$ cat config.mk
export PLATFORM = sky130hd
export DESIGN_NAME = sync_debounce
export DESIGN_NICKNAME = d
export VERILOG_FILES = /design/src/rtl/sync_debounce_pkg.sv /design/src/rtl/sync_chain.sv /design/src/rtl/sync_debounce.sv
export SDC_FILE = /design/constraint.sdc
export NUM_CORES = 1
export LEC_CHECK = 0
export BUFFER_PORTS_ARGS = -buffer_cell sky130_fd_sc_hd__buf_2
export CORE_ASPECT_RATIO = 0.9
export CORE_MARGIN = 5
export CORE_UTILIZATION = 57
export CTS_CLUSTER_DIAMETER = 40
export DETAILED_ROUTE_END_ITERATION = 12
export GPL_TIMING_DRIVEN = 0
export PLACE_DENSITY_LB_ADDON = 0.15
export SLEW_MARGIN = 20
export SYNTH_ARGS = -nofsm -noshare
export SYNTH_HDL_FRONTEND = slang
export SYNTH_SLANG_ARGS = --single-unit
export TNS_END_PERCENT = 20
$ cat constraint.sdc
create_clock -name CK -period 2.3 [get_ports CK]
set_input_delay 0.345 -clock CK [delete_from_list [all_inputs] [get_ports CK]]
set_output_delay 0.345 -clock CK [all_outputs]
set_load 0.02 [all_outputs]
$ cat src/rtl/sync_debounce_pkg.sv
// sync_debounce_pkg: shared types and constants for the debounced pin conditioner.
package sync_debounce_pkg;

   typedef enum logic {
      STABLE = 1'b0,
      CHECK  = 1'b1
   } state_t;

   localparam int unsigned GLITCH_W = 8;

endpackage

$ cat src/rtl/sync_chain.sv
// sync_chain: multi-flop synchroniser that brings a raw asynchronous pin into the CK domain.
// It runs every CK regardless of any sampling tick, and SR loads RESET_VAL into every stage.
module sync_chain #(
   parameter int unsigned SYNC_STAGES = 2,
   parameter logic        RESET_VAL   = 1'b1
) (
   input  logic CK,
   input  logic SR,
   input  logic D,
   output logic S
);

   logic [SYNC_STAGES-1:0] chain;

   // shift the raw pin through the synchroniser flops
   always_ff @(posedge CK) begin
      if (SR) chain <= {SYNC_STAGES{RESET_VAL}};
      else    chain <= {chain[SYNC_STAGES-2:0], D};
   end

   assign S = chain[SYNC_STAGES-1];

endmodule

$ cat src/rtl/sync_debounce.sv
// sync_debounce: synchronises a raw pin, qualifies level changes over DEBOUNCE_CYCLES
// CE samples, and produces a clean level Q plus one-cycle RISE/FALL pulses.
// Optional feature: define SYNC_DEBOUNCE_GLITCH_CNT_EN to add the saturating GLITCHES counter.
module sync_debounce
   import sync_debounce_pkg::*;
#(
   parameter int unsigned SYNC_STAGES     = 2,
   parameter int unsigned DEBOUNCE_CYCLES = 4,
   parameter int unsigned CNT_W           = 16,
   parameter logic        RESET_VAL       = 1'b1
) (
   input  logic                CK,
   input  logic                SR,
   input  logic                CE,
   input  logic                D,
   output logic                Q,
   output logic                RISE,
   output logic                FALL,
   output logic                BUSY
`ifdef SYNC_DEBOUNCE_GLITCH_CNT_EN
   ,
   output logic [GLITCH_W-1:0] GLITCHES
`endif
);

   if (SYNC_STAGES < 2) begin : g_bad_sync
      $error("sync_debounce: SYNC_STAGES must be at least 2");
   end
   if (DEBOUNCE_CYCLES < 1) begin : g_bad_cycles
      $error("sync_debounce: DEBOUNCE_CYCLES must be at least 1");
   end
   if (64'(DEBOUNCE_CYCLES) > ((64'd1 << CNT_W) - 64'd1)) begin : g_bad_width
      $error("sync_debounce: DEBOUNCE_CYCLES does not fit in CNT_W bits");
   end

   // count value at which the next mismatching sample completes qualification
   localparam logic [CNT_W-1:0] LAST = CNT_W'(DEBOUNCE_CYCLES - 1);

   logic             s;
   state_t           state, state_next;
   logic [CNT_W-1:0] count, count_next;
   logic             commit;

   sync_chain #(
      .SYNC_STAGES (SYNC_STAGES),
      .RESET_VAL   (RESET_VAL)
   ) u_sync (
      .CK (CK),
      .SR (SR),
      .D  (D),
      .S  (s)
   );

   // state register
   always_ff @(posedge CK) begin
      if (SR) state <= STABLE;
      else    state <= state_next;
   end

   // next-state, counter and commit decision
   always_comb begin
      state_next = state;
      count_next = count;
      commit     = 1'b0;
      if (CE) begin
         case (state)
            STABLE: begin
               if (s != Q) begin
                  if (DEBOUNCE_CYCLES == 1) begin
                     commit = 1'b1;
                  end else begin
                     state_next = CHECK;
                     count_next = CNT_W'(1);
                  end
               end
            end
            CHECK: begin
               if (s == Q) begin
                  state_next = STABLE;
                  count_next = '0;
               end else if (count == LAST) begin
                  commit     = 1'b1;
                  state_next = STABLE;
                  count_next = '0;
               end else begin
                  count_next = count + CNT_W'(1);
               end
            end
            default: begin
               state_next = STABLE;
               count_next = '0;
            end
         endcase
      end
   end

   // output decode
   always_comb begin
      BUSY = (state == CHECK);
   end

   // qualification counter, committed level and edge pulses
   always_ff @(posedge CK) begin
      if (SR) begin
         count <= '0;
         Q     <= RESET_VAL;
         RISE  <= 1'b0;
         FALL  <= 1'b0;
      end else begin
         count <= count_next;
         RISE  <= commit & s;
         FALL  <= commit & ~s;
         if (commit) Q <= s;
      end
   end

`ifdef SYNC_DEBOUNCE_GLITCH_CNT_EN
   logic reject;
   assign reject = CE && (state == CHECK) && (s == Q);

   // saturating count of rejected glitches
   always_ff @(posedge CK) begin
      if (SR)                        GLITCHES <= '0;
      else if (reject && GLITCHES != '1) GLITCHES <= GLITCHES + GLITCH_W'(1);
   end
`endif

endmodule
==> metrics.md, run 1 <==
| Metric | Value |
|---|---|
| Status | `complete, no violations` |
| Boundary Pins | `8` |
| Crit path buffers/inverters | `1` |
| Worst R2R Setup Slack | `210 ps` |
| Met3 Use GR | `0.0605` |
| Wire per inst | `13.2 um` |
| Die Ht | `a little over 50 um` |
| Final ANT Viol Nets | `0` |
| Flops & latches, synth | `22` |
| Final Critical Period | `2090 ps` |
| GRT Total Usage | `0.164` |
| Initial Utilization | `0.618` |
| Met2 usage | `0.248` |
| Largest net degree at the start of global routing | `13` |
| Crit path DAT | `2290 ps` |
| DP HPWL | `1480 um` |
| CP cell instances | `ha_1 -> nor4b_2 -> nand4_1 -> nand3_1 -> a21o_1 -> buf_2 -> nor2_1` |
| Filler cells | `158` |
| Top Usage Layer GRT | `met2` |
| Max Cap Viol | `0` |
| CTS sink count | `22` |
| TritonCTS Buffers | `3` |
| Number of enable flip-flop cells after synthesis | `0` |
| Clock Path Buffers | `2` |
| CP top delay family | `simple AND/OR/NAND/NOR gates` |
| VDD IR max | `about 520 uV` |
| Max-slew violations | `0` |
| Syn Area/Cell | `9.01 sq um` |
| Post-Syn Area | `1070 sq um` |
| Post-synthesis xor/xnor area fraction | `0.121` |
| Ys async rst share | `0` |
| Die Area | `2850 sq um` |
| WP depth | `7` |
| Remaining DRCs | `0` |
| Hold Path Class | `in -> reg` |
| H-tree lvl count | `1` |
| Mux cell area share after synthesis | `0.00933` |
| Via count | `slightly below 900` |
| Area taken by multi-input logic gates | `608 sq um` |
| Layout cells sized above 1 | `0.240` |
| Cell area power density | `529 nW/um^2` |
| Worst-Margin Slew | `363 ps` |
| Critical path capture point type | `flop` |
| Synth Net Count | `124` |
| Initial antenna violation count | `0` |
| Seq/Total Area, Yosys | `0.411` |
| Setup Fix Bufs, Post-CTS | `0` |
| Fmax | `0.479 GHz` |
| Synth Area in Simple Gates | `0.326` |
| Crit path to | `count[13]` |
| Final hold vios | `0` |
| WS Path Type | `reg -> reg` |
| Setup TNS | `0 ps` |
| Horiz. Die Dim | `55.7 um` |
| R2R depth | `7` |
| Place WS | `174 ps` |
| Worst-path fanout max | `10` |
| Clk Latency, worst-skew pair | `just over 300 ps` |
| Post-Synthesis Cells | `~120` |
| Synth-to-Final Area Change | `9.57%` |
| Skew final | `7.56 ps` |
| Final net count | `135` |
| Drt total wl | `approximately 2000 um` |
| Synth Area in Compound Gates | `0.0933` |
| Clock slew at reported path FFs | `110 ps` |
| Register area | `~440 sq um` |
| GRT met1 Usage | `0.223` |
| Final worst slack | `213 ps` |
| Main combinational cell family by area after synthesis | `simple AND/OR/NAND/NOR gates` |
| Crit path required time | `2500 ps` |
| Grt total ovfl | `0` |
| Vias in the first global route | `804` |
| Row cnt | `14` |
| Slowest stage delay, CP | `roughly 400 ps` |
| Critical path launch point | `count[0]` |
| Setup violators final | `0` |
| Worst r2r src | `count[0]` |
| Port buffer count | `6` |
| Clock root buffer | `clkbuf_4` |
| Vias per cell | `5.65` |
| Synth Area in Adders | `0.0117` |
| Leak | `0.392 nW` |
| Tcrit/Tclk final | `0.907` |
| CORE AREA | `1730 sq um` |
| Synth warnings | `0` |
| First DRT Iteration DRCs | `12` |
| Global-route wire length before repair | `3680 um` |
| CTS tree | `done` |
| Routability Congestion | `0.788` |
| Rel. slew slack | `0.756` |
| Distinct cells, synth | `37` |
| Slowest-stage cell, CP | `dfxtp_1` |
| Dpl cell area | `1130 sq um` |
| Main synth FF type | `dfxtp_1` |
| Crit start category | `flop` |
| Fin area | `1170 sq um` |
| Total inserted antenna cells | `0` |
| Critical R2R Capture | `count[13]` |
| Initial DRT Pass Iterations | `4` |
| Overall Power | `622 uW` |
| RSZ-0062 raised after global routing | `false` |
[stage by stage]
stage	cells	util	hold slack, ps
after global placement	149	0.653	394
after detailed placement	149	0.653	400
after CTS	153	0.674	196
after global routing	153	0.677	194
after floorplan	119	-	389
final	153	0.677	205
[worst register-to-register path, cell delays in order (launching register included)]
cell,delay [ps]
dfxtp_1,410
ha_1,270
nor4b_2,310
nand4_1,280
nand3_1,180
a21o_1,180
buf_2,270
nor2_1,80
[power by group]
group	switching, mW	total (mW)	internal, mW
Clock	0.110	0.206	0.0968
Sequential	0.00238	0.386	0.384
Combinational	0.0185	0.0292	0.0107
[Yosys cell counts, types with 2 or more instances]
| cell type | count | share of area |
|---|---|---|
| a21o_1 | 2 | 0.014 |
| a21oi_1 | 4 | 0.019 |
| and3_1 | 2 | 0.012 |
| buf_2 | 3 | 0.014 |
| dfxtp_1 | 22 | 0.41 |
| nand2_1 | 11 | 0.039 |
| nand3_1 | 5 | 0.023 |
| nand4_1 | 5 | 0.029 |
| nor2_1 | 10 | 0.035 |
| nor2_2 | 5 | 0.029 |
| nor3_1 | 4 | 0.019 |
| nor4_1 | 7 | 0.041 |
| o21ai_0 | 3 | 0.014 |
| or2_2 | 2 | 0.012 |
| xnor2_1 | 10 | 0.082 |
| xor2_1 | 3 | 0.025 |
[final cells by class]
class                           count  share of cell area
Multi-Input combinational cell     92               0.518
Sequential cell                    22               0.375
Clock buffer                        4              0.0309
Timing Repair Buffer                6              0.0256
Tap cell                           24              0.0256
Buffer                              4              0.0224
Inverter                            1             0.00319
[per-layer routing]
| metal | up-vias | routed length [um] | share of wire |
|---|---|---|---|
| met5 | - | 0 | 0 |
| met3 | 4 | 102 | 0.050 |
| met1 | 397 | 986 | 0.49 |
| met2 | 17 | 918 | 0.45 |
| met4 | 0 | 18 | 0.0089 |
| li1 | 447 | - | - |
[registers in the layout, indices dropped and copies added, names as in the netlist]
| register | flops |
|---|---|
| Q | 1 |
| RISE | 1 |
| FALL | 1 |
| BUSY | 1 |
| count | 16 |
| u_sync.chain | 2 |
[worst min-delay path by stage]
stage,startpoint,endpoint,slack (ps),depth (start not counted)
after detailed placement,u_sync.chain[0],u_sync.chain[1],400,1
after floorplan,u_sync.chain[0],u_sync.chain[1],390,1
after CTS,D,u_sync.chain[0],200,2
after global routing,D,u_sync.chain[0],190,2
final,D,u_sync.chain[0],210,2
after global placement,u_sync.chain[0],u_sync.chain[1],390,1
[placed cells by master, fill, tap and decap left out, drive strengths merged, types with 3 or more instances in the layout]
master  netlist  final
clkbuf        0      4
nor2         15     15
xnor2        10     10
nor3          4      4
and3          3      3
a21oi         4      4
nand2        11     11
nand3         6      6
buf           4     10
xor2          4      4
nand4         5      5
dfxtp        22     22
nor4          8      8
o21ai         4      4
[kinds of logic after synthesis]
logic type / Yosys count
AO/OA/AOI/OAI: 14
adder cells (fa/ha/maj): 1
flip-flops: 22
buffers and inverters: 5
multiplexers: 1
AND/OR/NAND/NOR: 62
XOR/XNOR: 14
[repair_timing]
action                                  CTS  global route
hold buffers                              0             0
gates resized for setup                   0             1
endpoints found under the setup margin    0            10
Power figures use the tool's default switching activity.
==> run 2: changes to the inputs <==
Settings changed: CORE_ASPECT_RATIO 0.9 to 1.4.
==> metrics.md, run 2 (synthesis gave the netlist of run 1 again) <==
| Metric | Value |
|---|---|
| Status | `complete, no violations` |
| Reg with most FFs | `count` |
| Layout cells sized above 1 | `0.240 (unchanged)` |
| Max reg flops | `16 (unchanged)` |
| Synth-to-Final Area Change | `10.6%` |
| First DRT Iteration DRCs | `27 (+15)` |
| WS Path Type | `reg -> reg` |
| Global-route wire length before repair | `3680 um (+0.19%)` |
| Final ANT Viol Nets | `0 (unchanged)` |
| Via count | `866 (+0.12%)` |
| CP cell instances | `ha_1 -> nor4b_2 -> nand4_1 -> nand3_1 -> a21o_1 -> buf_2 -> nor2_1` |
| Most frequent cells in the layout | `22 x dfxtp_1, 11 x nand2_1, 10 x nor2_1, 10 x xnor2_1, 9 x buf_2` |
| DP HPWL | `1550 um (+4.9%)` |
| Drt total wl | `2050 um (+1.4%)` |
| VDD IR max | `428 uV (-18%)` |
| Vias per cell | `5.81 (+2.8%)` |
| H-tree lvl count | `1 (unchanged)` |
| Worst-path fanout max | `10 (unchanged)` |
| Initial antenna violation count | `0 (unchanged)` |
| Remaining DRCs | `0 (unchanged)` |
| Port buffer count | `6 (unchanged)` |
| Critical path capture point type | `flop` |
| Die Area | `2860 sq um (+0.39%)` |
| Total inserted antenna cells | `0 (unchanged)` |
| Dpl cell area | `1130 sq um (-0.44%)` |
| Wire per inst | `13.8 um (+4.1%)` |
| Crit path required time | `2510 ps (about the same)` |
| Worst-Margin Slew | `361 ps (-1.95 ps)` |
| Largest net degree at the start of global routing | `14 (+1)` |
| TritonCTS Buffers | `3 (unchanged)` |
| Hold Path Class | `in -> reg` |
| Tcrit/Tclk final | `0.862 (-0.0449)` |
| Initial DRT Pass Iterations | `4 (unchanged)` |
| Rel. slew slack | `0.757 (+0.00131)` |
| Slowest stage delay, CP | `410 ps (about the same)` |
| Skew final | `3.73 ps (-3.84 ps)` |
| Crit path buffers/inverters | `1 (unchanged)` |
| Max-slew violations | `0 (unchanged)` |
| Fin area | `1190 sq um (+0.96%)` |
| RSZ-0062 raised after global routing | `false` |
| Max Cap Viol | `0 (unchanged)` |
| Setup violators final | `0 (unchanged)` |
| Clk Latency, worst-skew pair | `310 ps (about the same)` |
| CTS tree | `done` |
| Clock root buffer | `clkbuf_4` |
| Routability Congestion | `0.774 (-1.7%)` |
| GRT Total Usage | `0.176 (+0.0127)` |
| Boundary Pins | `8 (unchanged)` |
| Leak | `0.399 nW (+1.8%)` |
| Setup TNS | `0 ps (unchanged)` |
| Vias in the first global route | `844 (+5.0%)` |
| Row cnt | `18 (+4)` |
| Clock Path Buffers | `2 (unchanged)` |
| Grt total ovfl | `0 (unchanged)` |
| Cell area power density | `599 nW/um^2 (+13%)` |
| Final hold vios | `0 (unchanged)` |
| Clock slew at reported path FFs | `120 ps (about the same)` |
| CORE AREA | `1780 sq um (+2.6%)` |
| Fmax | `0.504 GHz (+5.2%)` |
| Commonest non-fill, non-tap cell in the layout | `dfxtp_1` |
| Crit start category | `flop` |
| CTS sink count | `22 (unchanged)` |
| Initial Utilization | `0.603 (-0.0157)` |
| Final net count | `135 (unchanged)` |
| Biggest regs | `count: 16 flops, u_sync.chain: 2 flops` |
| Die Ht | `61.3 um (+20%)` |
| Slowest-stage cell, CP | `dfxtp_1` |
| Final Critical Period | `1980 ps (-103 ps)` |
| Crit path DAT | `2200 ps (-90 ps)` |
| Horiz. Die Dim | `46.7 um (-16%)` |
| CP top delay family | `simple AND/OR/NAND/NOR gates` |
==> run 2: cell count changes in the layout (fill, tap and decap cells not counted) <==
cell       before  now
clkbuf_8        1    0
bufinv_16       0    1
==> run 2: routing by layer <==
layer  vias up  wire (um)  track usage
met3         4         73       0.0263
met4         0         24       0.0949
met2        13       1070        0.303
met5         -          0            0
li1        447          -            -
met1       402        883        0.206
==> run 2: path summary, 6_finish.rpt <==
check | from | endpoint | slack [ps] | cells after the start
max | count[0] | count[2] | 320 | 7
min | D | u_sync.chain[0] | 210 | 2
max reg2reg | count[0] | count[2] | 320 | 7
min reg2reg | u_sync.chain[0] | u_sync.chain[1] | 430 | 1
==> run 2: report_power, final <==
group / switching, mW / internal, mW / total, mW
sequential: 0.00246 / 0.384 / 0.386
combinational: 0.0182 / 0.0106 / 0.0288
clock: 0.119 / 0.176 / 0.296
==> run 2: layout make-up <==
cell class | count | area [sq um]
Buffer | 4 | 26.3
Clock buffer | 3 | 22.5
Clock inverter | 1 | 30.0
Fill cell | 151 | 593
Inverter | 1 | 3.75
Multi-Input combinational cell | 92 | 608
Sequential cell | 22 | 440
Tap cell | 20 | 25.0
Timing Repair Buffer | 6 | 30.0
==> run 2: timing repair <==
action,CTS,global route
hold buffers,0,0
setup endpoints to repair,0,10
resized for setup,0,1
buffers inserted,0,0
==> run 2: per-stage QoR <==
stage	power, mW	setup WS [ps]	utilization	hold WS, ps	cells
6_report	0.711	316	0.667	214	149
5_1_grt	0.738	92.0	0.667	213	149
4_1_cts	0.715	187	0.663	210	149
3_5_place_dp	0.424	202	0.634	397	145
3_3_place_gp	0.423	227	0.634	391	145
2_1_floorplan	0.415	585	-	389	119
==> run 2: worst register-to-register path, cell delays in order (launching register included) <==
cell	delay [ps]
dfxtp_1	410
ha_1	270
nor4b_2	270
nand4_1	260
nand3_1	160
a21o_1	170
buf_2	260
nor2_1	80
